## src/rtl/cache_pkg.sv

```systemverilog
// Shared state encoding and set-index helper for the cache request controller.
package cache_pkg;

  typedef enum logic [2:0] {
    IDLE,
    LOOKUP,
    CHECK,
    MEM_REQ,
    MEM_WAIT,
    FILL,
    RESP
  } ctrl_state_t;

  // Low address bits select the set; sets must be a power of two.
  function automatic int unsigned set_index(input logic [31:0] addr, input int unsigned sets);
    return addr & (sets - 1);
  endfunction

endpackage

```

## src/rtl/cache_ctrl_if.sv

```systemverilog
// Bundles the CPU, set-array and backing-memory buses of the cache controller.
interface cache_ctrl_if #(
  parameter int ADDR_WIDTH = 8,
  parameter int LINE_WIDTH = 32,
  parameter int SETS       = 4
);

  logic                       req_valid;
  logic                       req_ready;
  logic                       req_write;
  logic [ADDR_WIDTH-1:0]      req_addr;
  logic [LINE_WIDTH-1:0]      req_wdata;
  logic                       rsp_valid;
  logic [LINE_WIDTH-1:0]      rsp_data;

  logic [SETS-1:0]            set_enable;
  logic                       set_read;
  logic                       set_write;
  logic [ADDR_WIDTH-1:0]      set_addr;
  logic [LINE_WIDTH-1:0]      set_val;
  logic [SETS-1:0]            set_hit;
  logic [SETS*LINE_WIDTH-1:0] set_out_val;

  logic                       mem_req_valid;
  logic                       mem_req_ready;
  logic                       mem_write;
  logic [ADDR_WIDTH-1:0]      mem_addr;
  logic [LINE_WIDTH-1:0]      mem_wdata;
  logic                       mem_rsp_valid;
  logic [LINE_WIDTH-1:0]      mem_rsp_data;

  modport master (
    input  req_valid, req_write, req_addr, req_wdata,
    output req_ready, rsp_valid, rsp_data,
    output set_enable, set_read, set_write, set_addr, set_val,
    input  set_hit, set_out_val,
    output mem_req_valid, mem_write, mem_addr, mem_wdata,
    input  mem_req_ready, mem_rsp_valid, mem_rsp_data
  );

  modport slave (
    output req_valid, req_write, req_addr, req_wdata,
    input  req_ready, rsp_valid, rsp_data,
    input  set_enable, set_read, set_write, set_addr, set_val,
    output set_hit, set_out_val,
    input  mem_req_valid, mem_write, mem_addr, mem_wdata,
    output mem_req_ready, mem_rsp_valid, mem_rsp_data
  );

endinterface

```

## src/rtl/cache_ctrl.sv

```systemverilog
// Single-outstanding request controller in front of the K-way set array;
// write-through, write-allocate, misses refilled from backing memory.
module cache_ctrl
  import cache_pkg::*;
#(
  parameter int ADDR_WIDTH = 8,
  parameter int LINE_WIDTH = 32,
  parameter int SETS       = 4,
  parameter int K          = 2
) (
  input  logic         clock,
  input  logic         reset_n,
  cache_ctrl_if.master bus
);

  localparam int IDX_W    = $clog2(SETS);
  localparam int FILL_MAX = K + 2;
  localparam int CNT_W    = $clog2(FILL_MAX + 1);

  typedef logic [ADDR_WIDTH-1:0] addr_t;
  typedef logic [LINE_WIDTH-1:0] line_t;

  ctrl_state_t      state, state_next;
  logic             active;
  logic             write_q;
  addr_t            addr_q;
  line_t            wdata_q;
  line_t            set_val_q;
  line_t            rsp_data_q;
  logic [CNT_W-1:0] fill_cnt;

  logic [IDX_W-1:0] idx;
  logic             hit_sel;
  line_t            hit_data;
  logic             ready_int;
  logic             accept;

  assign idx       = IDX_W'(set_index(32'(addr_q), SETS));
  assign hit_sel   = bus.set_hit[idx];
  assign hit_data  = bus.set_out_val[idx*LINE_WIDTH +: LINE_WIDTH];
  // active keeps req_ready low while reset is held and until the first clock after release.
  assign ready_int = active && (state == IDLE);
  assign accept    = ready_int && bus.req_valid;

  always_ff @(posedge clock or negedge reset_n) begin
    if (!reset_n) begin
      state <= IDLE;
    end else begin
      state <= state_next;
    end
  end

  always_comb begin
    state_next         = state;
    bus.req_ready      = ready_int;
    bus.rsp_valid      = 1'b0;
    bus.set_enable     = '0;
    bus.set_read       = 1'b0;
    bus.set_write      = 1'b0;
    bus.mem_req_valid  = 1'b0;
    case (state)
      IDLE: begin
        if (accept) begin
          state_next = bus.req_write ? MEM_REQ : LOOKUP;
        end
      end
      LOOKUP: begin
        bus.set_enable = SETS'(1) << idx;
        bus.set_read   = 1'b1;
        state_next     = CHECK;
      end
      CHECK: begin
        bus.set_enable = SETS'(1) << idx;
        state_next     = hit_sel ? RESP : MEM_REQ;
      end
      MEM_REQ: begin
        bus.mem_req_valid = 1'b1;
        if (bus.mem_req_ready) begin
          state_next = MEM_WAIT;
        end
      end
      MEM_WAIT: begin
        if (bus.mem_rsp_valid) begin
          state_next = FILL;
        end
      end
      FILL: begin
        bus.set_enable = SETS'(1) << idx;
        bus.set_write  = 1'b1;
        // set_hit during the first FILL cycle predates the write, so only later cycles count.
        if ((fill_cnt != '0) && hit_sel) begin
          state_next = RESP;
        end
      end
      RESP: begin
        bus.rsp_valid = 1'b1;
        state_next    = IDLE;
      end
      default: begin
        state_next = IDLE;
      end
    endcase
  end

  always_ff @(posedge clock or negedge reset_n) begin
    if (!reset_n) begin
      active     <= 1'b0;
      write_q    <= 1'b0;
      addr_q     <= '0;
      wdata_q    <= '0;
      set_val_q  <= '0;
      rsp_data_q <= '0;
      fill_cnt   <= '0;
    end else begin
      active <= 1'b1;
      if (accept) begin
        write_q <= bus.req_write;
        addr_q  <= bus.req_addr;
        wdata_q <= bus.req_wdata;
      end
      if ((state == CHECK) && hit_sel) begin
        rsp_data_q <= hit_data;
      end
      if ((state == MEM_WAIT) && bus.mem_rsp_valid) begin
        if (write_q) begin
          set_val_q  <= wdata_q;
          rsp_data_q <= wdata_q;
        end else begin
          set_val_q  <= bus.mem_rsp_data;
          rsp_data_q <= bus.mem_rsp_data;
        end
      end
      fill_cnt <= (state == FILL) ? fill_cnt + 1'b1 : '0;
    end
  end

  assign bus.set_addr  = addr_q;
  assign bus.set_val   = set_val_q;
  assign bus.rsp_data  = rsp_data_q;
  assign bus.mem_write = write_q;
  assign bus.mem_addr  = addr_q;
  assign bus.mem_wdata = wdata_q;

  // CLOCK eviction sweeps at most every way once before installing.
  fill_bound_a: assert property (
    @(posedge clock) disable iff (!reset_n)
    (state == FILL) |-> (fill_cnt < CNT_W'(FILL_MAX))
  );

endmodule
```

## src/flat_wrapper.sv

```systemverilog
// flat-port wrapper written by rule: the top's interface ports become plain ports
module cache_ctrl_flat import cache_pkg::*;
#(
  parameter int ADDR_WIDTH = 8,
  parameter int LINE_WIDTH = 32,
  parameter int SETS       = 4,
  parameter int K          = 2
)
  (clock, reset_n, bus_req_valid, bus_req_write, bus_req_addr, bus_req_wdata, bus_req_ready, bus_rsp_valid, bus_rsp_data, bus_set_enable, bus_set_read, bus_set_write, bus_set_addr, bus_set_val, bus_set_hit, bus_set_out_val, bus_mem_req_valid, bus_mem_write, bus_mem_addr, bus_mem_wdata, bus_mem_req_ready, bus_mem_rsp_valid, bus_mem_rsp_data);
  cache_ctrl_if #(.ADDR_WIDTH(ADDR_WIDTH), .LINE_WIDTH(LINE_WIDTH), .SETS(SETS)) bus_i ();
  input  logic clock;
  input  logic reset_n;
  input wire logic [$bits(bus_i.req_valid)-1:0] bus_req_valid;
  input wire logic [$bits(bus_i.req_write)-1:0] bus_req_write;
  input wire logic [$bits(bus_i.req_addr)-1:0] bus_req_addr;
  input wire logic [$bits(bus_i.req_wdata)-1:0] bus_req_wdata;
  output wire logic [$bits(bus_i.req_ready)-1:0] bus_req_ready;
  output wire logic [$bits(bus_i.rsp_valid)-1:0] bus_rsp_valid;
  output wire logic [$bits(bus_i.rsp_data)-1:0] bus_rsp_data;
  output wire logic [$bits(bus_i.set_enable)-1:0] bus_set_enable;
  output wire logic [$bits(bus_i.set_read)-1:0] bus_set_read;
  output wire logic [$bits(bus_i.set_write)-1:0] bus_set_write;
  output wire logic [$bits(bus_i.set_addr)-1:0] bus_set_addr;
  output wire logic [$bits(bus_i.set_val)-1:0] bus_set_val;
  input wire logic [$bits(bus_i.set_hit)-1:0] bus_set_hit;
  input wire logic [$bits(bus_i.set_out_val)-1:0] bus_set_out_val;
  output wire logic [$bits(bus_i.mem_req_valid)-1:0] bus_mem_req_valid;
  output wire logic [$bits(bus_i.mem_write)-1:0] bus_mem_write;
  output wire logic [$bits(bus_i.mem_addr)-1:0] bus_mem_addr;
  output wire logic [$bits(bus_i.mem_wdata)-1:0] bus_mem_wdata;
  input wire logic [$bits(bus_i.mem_req_ready)-1:0] bus_mem_req_ready;
  input wire logic [$bits(bus_i.mem_rsp_valid)-1:0] bus_mem_rsp_valid;
  input wire logic [$bits(bus_i.mem_rsp_data)-1:0] bus_mem_rsp_data;
  assign bus_i.req_valid = bus_req_valid;
  assign bus_i.req_write = bus_req_write;
  assign bus_i.req_addr = bus_req_addr;
  assign bus_i.req_wdata = bus_req_wdata;
  assign bus_req_ready = bus_i.req_ready;
  assign bus_rsp_valid = bus_i.rsp_valid;
  assign bus_rsp_data = bus_i.rsp_data;
  assign bus_set_enable = bus_i.set_enable;
  assign bus_set_read = bus_i.set_read;
  assign bus_set_write = bus_i.set_write;
  assign bus_set_addr = bus_i.set_addr;
  assign bus_set_val = bus_i.set_val;
  assign bus_i.set_hit = bus_set_hit;
  assign bus_i.set_out_val = bus_set_out_val;
  assign bus_mem_req_valid = bus_i.mem_req_valid;
  assign bus_mem_write = bus_i.mem_write;
  assign bus_mem_addr = bus_i.mem_addr;
  assign bus_mem_wdata = bus_i.mem_wdata;
  assign bus_i.mem_req_ready = bus_mem_req_ready;
  assign bus_i.mem_rsp_valid = bus_mem_rsp_valid;
  assign bus_i.mem_rsp_data = bus_mem_rsp_data;
  cache_ctrl #(.ADDR_WIDTH(ADDR_WIDTH), .LINE_WIDTH(LINE_WIDTH), .SETS(SETS), .K(K)) u_core (.clock(clock), .reset_n(reset_n), .bus(bus_i));
endmodule
```

## config.mk

```make
export PLATFORM = sky130hd
export DESIGN_NAME = cache_ctrl_flat
export DESIGN_NICKNAME = d
export VERILOG_FILES = /design/src/rtl/cache_pkg.sv /design/src/rtl/cache_ctrl_if.sv /design/src/rtl/cache_ctrl.sv /design/src/flat_wrapper.sv
export SDC_FILE = /design/constraint.sdc
export NUM_CORES = 1
export LEC_CHECK = 0
export CORE_ASPECT_RATIO = 0.7
export CORE_UTILIZATION = 35
export CTS_CLUSTER_SIZE = 14
export DETAILED_ROUTE_END_ITERATION = 6
export HOLD_SLACK_MARGIN = 0.03
export PLACE_DENSITY = 0.82
export SLEW_MARGIN = 20
export SYNTH_ARGS = -nofsm -noshare
export SYNTH_HDL_FRONTEND = slang
export SYNTH_SLANG_ARGS = --single-unit
```

## constraint.sdc

```tcl
create_clock -name clock -period 1.9 [get_ports clock]
set_input_delay 0.285 -clock clock [delete_from_list [all_inputs] [get_ports clock]]
set_output_delay 0.285 -clock clock [all_outputs]
set_load 0.03 [all_outputs]
```

After elaboration in Yosys (flattened, before gate mapping)
Index checks and enable logic that the tools add are counted.
W data, S select, Z words.
{ "op_classes": {"n_eq_ne": 10, "n_addsub": 1, "magnitude_cmp": 1, "n_reduce_logical": 10, "shift": 2, "mux": 18} }
{ "ops": {"columns": ["operator", "count"], "rows": [
  ["$shiftx A128 B8 Y32", 1],
  ["$mux W32", 3],
  ["$mux W3", 6],
  ["$pmux W3 S6", 1],
  ["$eq A3 B3 Y1 const B", 3],
  ["$eq A3 B2 Y1 const B", 2],
  ["$logic_and A1 B1 Y1", 5],
  ["$mux W1", 5],
  ["$mux W4", 1],
  ["$ne A2 B1 Y1 const B", 2],
  ["$ne A2 B2 Y1 const B", 2],
  ["$reduce_and A4 Y1", 1],
  ["$shl A1 B2 Y4 const A", 1],
  ["$add A3 B1 Y3 const B", 1],
  ["$eq A3 B1 Y1 const B", 1],
  ["$logic_not A3 Y1", 1],
  ["$lt A2 B3 Y1 const B", 1],
  ["$reduce_bool A3 Y1", 1],
  ["$reduce_or A3 Y1", 1],
  ["$bmux W1 S2", 1],
  ["$mux W2", 1],
  ["$reduce_bool A2 Y1", 1]
]} }
{ "totals": {"inputBits": 210, "word_cells": 50, "ff_bits": 112, "output_inout_bits": 122} }

Logic depth before layout (Yosys ltp)
Gate-level depths: netlist of run 1.
{ "depth": {"word_depth": 5, "ltp_mapped": 6, "depth_no_buf": 6} }

Worst setup path before layout of run 1
Ideal clock, no wire load.
{ "synth_timing": {"path_type": "register to output", "start": "register u_core.addr_q[0] (netlist: u_core.bus.mem_addr[0])", "end": "output port bus_set_enable[0]", "arrival_time_ns": 1.707, "n_path_buf": 2, "stages_incl_launch_ff": 4, "t_required_ns": 1.615, "slack_ns": -0.092, "cell_sequence": "dfrtp_1 buf_4 buf_2 nor3b_1"} }
{ "synth_via": {"elab_chain_cells": 2} }
{ "synth_rtl": {"columns": ["item", "line_no", "rtl"], "rows": [
  ["from (decl)", "cache_ctrl.sv:26", "addr_t addr_q;"],
  ["from (signal assigned)", "cache_ctrl.sv:118", "addr_q <= bus.req_addr;"],
  ["$shl A1 B2 Y4", "cache_ctrl.sv:68, cache_ctrl.sv:73, cache_ctrl.sv:88", null],
  ["$mux W4", null, null],
  ["to (decl)", "flat_wrapper.sv:20", "output wire logic [$bits(bus_i.set_enable)-1:0] bus_set_enable;"]
]} }
Every way passes these cells.

Worst setup path in the final report of run 1
{ "layout_timing": {"start": "register u_core.state[1]", "end": "output port bus_set_read"} }
{ "layout_via": {"elab_chain_cells": 2} }
{ "layout_rtl": {"columns": ["item", "line_no", "rtl"], "rows": [
  ["from (decl)", "cache_ctrl.sv:23", "ctrl_state_t state, state_next;"],
  ["from (signal assigned)", "cache_ctrl.sv:49", "state <= state_next;"],
  ["$eq A3 B1 Y1", "cache_ctrl.sv:61", "case (state)"],
  ["$mux W1", "cache_ctrl.sv:61", null],
  ["to (decl)", "flat_wrapper.sv:21", "output wire logic [$bits(bus_i.set_read)-1:0] bus_set_read;"]
]} }
Every way passes these cells.

==> results of run 1 <==
==> tightest hold or removal path, delay by kind of cell <==
| kind | cells | cell delay [ns] |
|---|---|---|
| buffers and inverters | 3 | 0.91 |
==> power by group <==
| part | internal, uW | switching [uW] | leakage, uW |
|---|---|---|---|
| Combinational | 4900 | 5220 | 0.00273 |
| Clock | 1020 | 863 | 0.000132 |
| Sequential | 3540 | 787 | 0.00137 |
==> area by class of cell <==
cell class	count	share of cell area (%)
Tap cell	225	2.86
Clock buffer	11	2.37
Multi-Input combinational cell	276	29.0
Sequential cell	112	28.6
Timing Repair Buffer	355	36.4
Clock inverter	5	0.585
Inverter	5	0.191
==> flip-flops by register name (all words and copies together) (netlist names) <==
signal,count
u_core.bus.mem_wdata,32
u_core.active,1
u_core.bus.mem_write,1
u_core.fill_cnt,3
u_core.bus.mem_addr,8
u_core.state,3
u_core.bus.rsp_data,32
u_core.bus.set_val,32
==> cell usage in the layout, fill, tap and decap left out, types with 2 or more instances in the layout <==
master	netlist	routed
nor2_1	8	8
clkdlybuf4s50_1	0	318
a21o_1	2	2
dlygate4sd2_1	0	2
inv_1	5	5
nand2b_1	3	2
buf_12	0	9
ha_1	2	2
mux2i_1	33	33
nand2_1	37	36
and3_1	3	3
clkinvlp_4	0	3
mux2_2	103	103
dfrtp_1	112	106
buf_4	13	22
clkbuf_16	0	9
mux4_2	33	33
clkbuf_1	4	2
nand3b_1	2	2
o21ai_0	36	35
dfrtp_2	0	6
==> worst max-delay path by stage <==
stage	start	endpoint	slack, ns	cells past startpoint
floorplan	u_core.bus.mem_addr[0]	u_core.bus.rsp_data[25]	0.01	5
global placement	bus_set_hit[0]	u_core.bus.rsp_data[16]	-0.07	5
detailed placement	bus_set_hit[0]	u_core.bus.rsp_data[13]	-0.12	5
CTS	u_core.state[2]	bus_set_enable[2]	0.007	5
global route	u_core.state[1]	bus_set_enable[2]	-0.002	5
finish	u_core.state[1]	bus_set_read	0.07	3
==> timing repair <==
| action | 4_1_cts | 5_1_grt |
|---|---|---|
| hold buffers | 1 | 0 |
| endpoints found under the hold margin | 112 | 0 |
| endpoints found under the setup margin | 8 | 18 |
| pin swaps | 0 | 1 |
| buffers inserted | 0 | 4 |
| resized for setup | 8 | 8 |
==> through the flow <==
step	worst slack, ns	power [uW]
6_report	0.0681	16300
5_1_grt	-0.00166	17200
4_1_cts	0.00716	16400
3_5_place_dp	-0.119	14500
3_3_place_gp	-0.0652	14200
2_1_floorplan	0.0121	10300
==> per-layer routing <==
metal,share of wire [%],GRT usage [%]
met1,40,24.5
met2,52,37.4
met3,7.1,5.43
met4,1.1,4.97
met5,0,0
==> cells by family after synthesis <==
logic type | synth area share, %
AOI/OAI and AO/OA | 4.45
xor gates and xnor gates | 0.150
adders and majority gates | 0.428
buffers and inverters | 4.11
DFF | 47.9
muxes | 38.2
other | 0.0641
and+or+nand+nor | 4.73
==> impl_metrics.json, run 1 <==
{
  "vias": 4775,
  "fin_crit_sh_pct": 96.4,
  "core.rowCount": 39,
  "place_area_um2": 9480,
  "worst_ep_required_time_ns": 1.62,
  "port-buffer-count": 331,
  "endpoint_kind": "output port",
  "regToRegStartpoint": "u_core.bus.mem_addr[0]",
  "hold_class": "in2async",
  "fin_util_pct": 60.2,
  "overflow": 0,
  "cp.arrival_ns": 1.55,
  "wl_per_cell_um": 18.2,
  "setup_viol": 0,
  "synthArstFlopShare_pct": 100,
  "final_nets": 971,
  "r2r-end": "u_core.bus.rsp_data[6]",
  "dieArea_um2": 17200,
  "fp.dieH_um": 110,
  "yosys.area.top_type_share_pct": 47.9,
  "route.detailed.drc": 0,
  "path_cells": "nand2b_1, nor2_1, clkdlybuf4s15_1",
  "design_area_um2": 9830,
  "postSynthAreaPerCell_um2": 13.5,
  "firstDrtPassIters": 4,
  "ys.flop_type": "dfrtp_1",
  "cts.sinks": 112,
  "grt_pass1_vias": 5056,
  "yosysMostFrequentCell": "dfrtp_1",
  "drt_wl_total_mm": 18.0,
  "worst_hold_slack_ns": 0.476,
  "maxCapViolCount": 0,
  "grt_max_degree": 66,
  "synth_edf_count": 0,
  "synth.net_count": 644,
  "multi_input_area_um2": 2850,
  "fill_cells": 1271,
  "fin_skew_ns": 0.00654,
  "finalMaxSlewViolations": 0,
  "status": "finished, final reports clean",
  "synth.cells.most_frequent": "dfrtp_1, mux2_2, nand2_1",
  "start_util_pct": 35.8,
  "place_congestion": 0.850,
  "netlist_area_um2": 5850,
  "antenna_cells": 0,
  "tns_ns": 0,
  "cts_tree": "built",
  "htreeDepth": 3,
  "antenna_found_initial": 0,
  "grt_usage_pct": 20.6,
  "ir_drop_uv": 1270,
  "critPathBufInv": 1,
  "leakagePower_uw": 0.00423,
  "die_x_um": 157,
  "postRouteAntennaNets": 0,
  "cp_max_fo": 7,
  "root_buffer": "clkbuf_16",
  "initialDrtViolationCount": 188,
  "worstSetupStartpointType": "register",
  "critPathSlowestCell": "dfrtp_2",
  "synth-seq-cells": 112,
  "regToRegSetupSlack_ns": 0.17,
  "place_inst": 968,
  "dp_hpwl_mm": 14.4,
  "synth.area.top_cells": "dfrtp_1, mux2_2, mux4_2, mux2i_1, o21ai_0",
  "clkLatencyLatePin_ns": 0.34,
  "grt_first_pass_wirelength_mm": 27.1,
  "synthCells": 432,
  "pwr_density_cell_nw_per_um2": 1660,
  "synth-warning-count": 0,
  "layout-drive-gt1-share_pct": 25.7,
  "cts_buffers": 9,
  "rr_worst_depth": 4,
  "areaGrowthSynthToFinish_pct": 68.1,
  "yosysTopAreaCell": "dfrtp_1",
  "post_drt_via_cell_ratio": 4.83,
  "clk_path_buf_depth": 2,
  "fin_crit_ns": 1.83,
  "finalHoldViolCount": 0,
  "max_freq_ghz": 0.546,
  "core_um2": 16300,
  "path_delay_family": "flip-flops",
  "synth.yosys.seq_area_share_pct": 47.9,
  "synth_cell_types": 32,
  "critPathKind": "reg2out",
  "worst_path_largest_cell_delay_ns": 0.48,
  "io_pins": 332,
  "clkTransAtPathRegs_ns": 0.07,
  "fin_cells": 989,
  "regArea_um2": 2810
}
(Power assumes the default switching activity.)
==> run 2: changes to the inputs <==
--- a/config.mk
+++ b/config.mk
@@ -11,7 +11,6 @@
 export DETAILED_ROUTE_END_ITERATION = 6
 export HOLD_SLACK_MARGIN = 0.03
 export PLACE_DENSITY = 0.82
-export SLEW_MARGIN = 20
 export SYNTH_ARGS = -nofsm -noshare
 export SYNTH_HDL_FRONTEND = slang
 export SYNTH_SLANG_ARGS = --single-unit
==> results of run 2 <==
The final DEF is identical to that of run 1; final timing and power are the same.
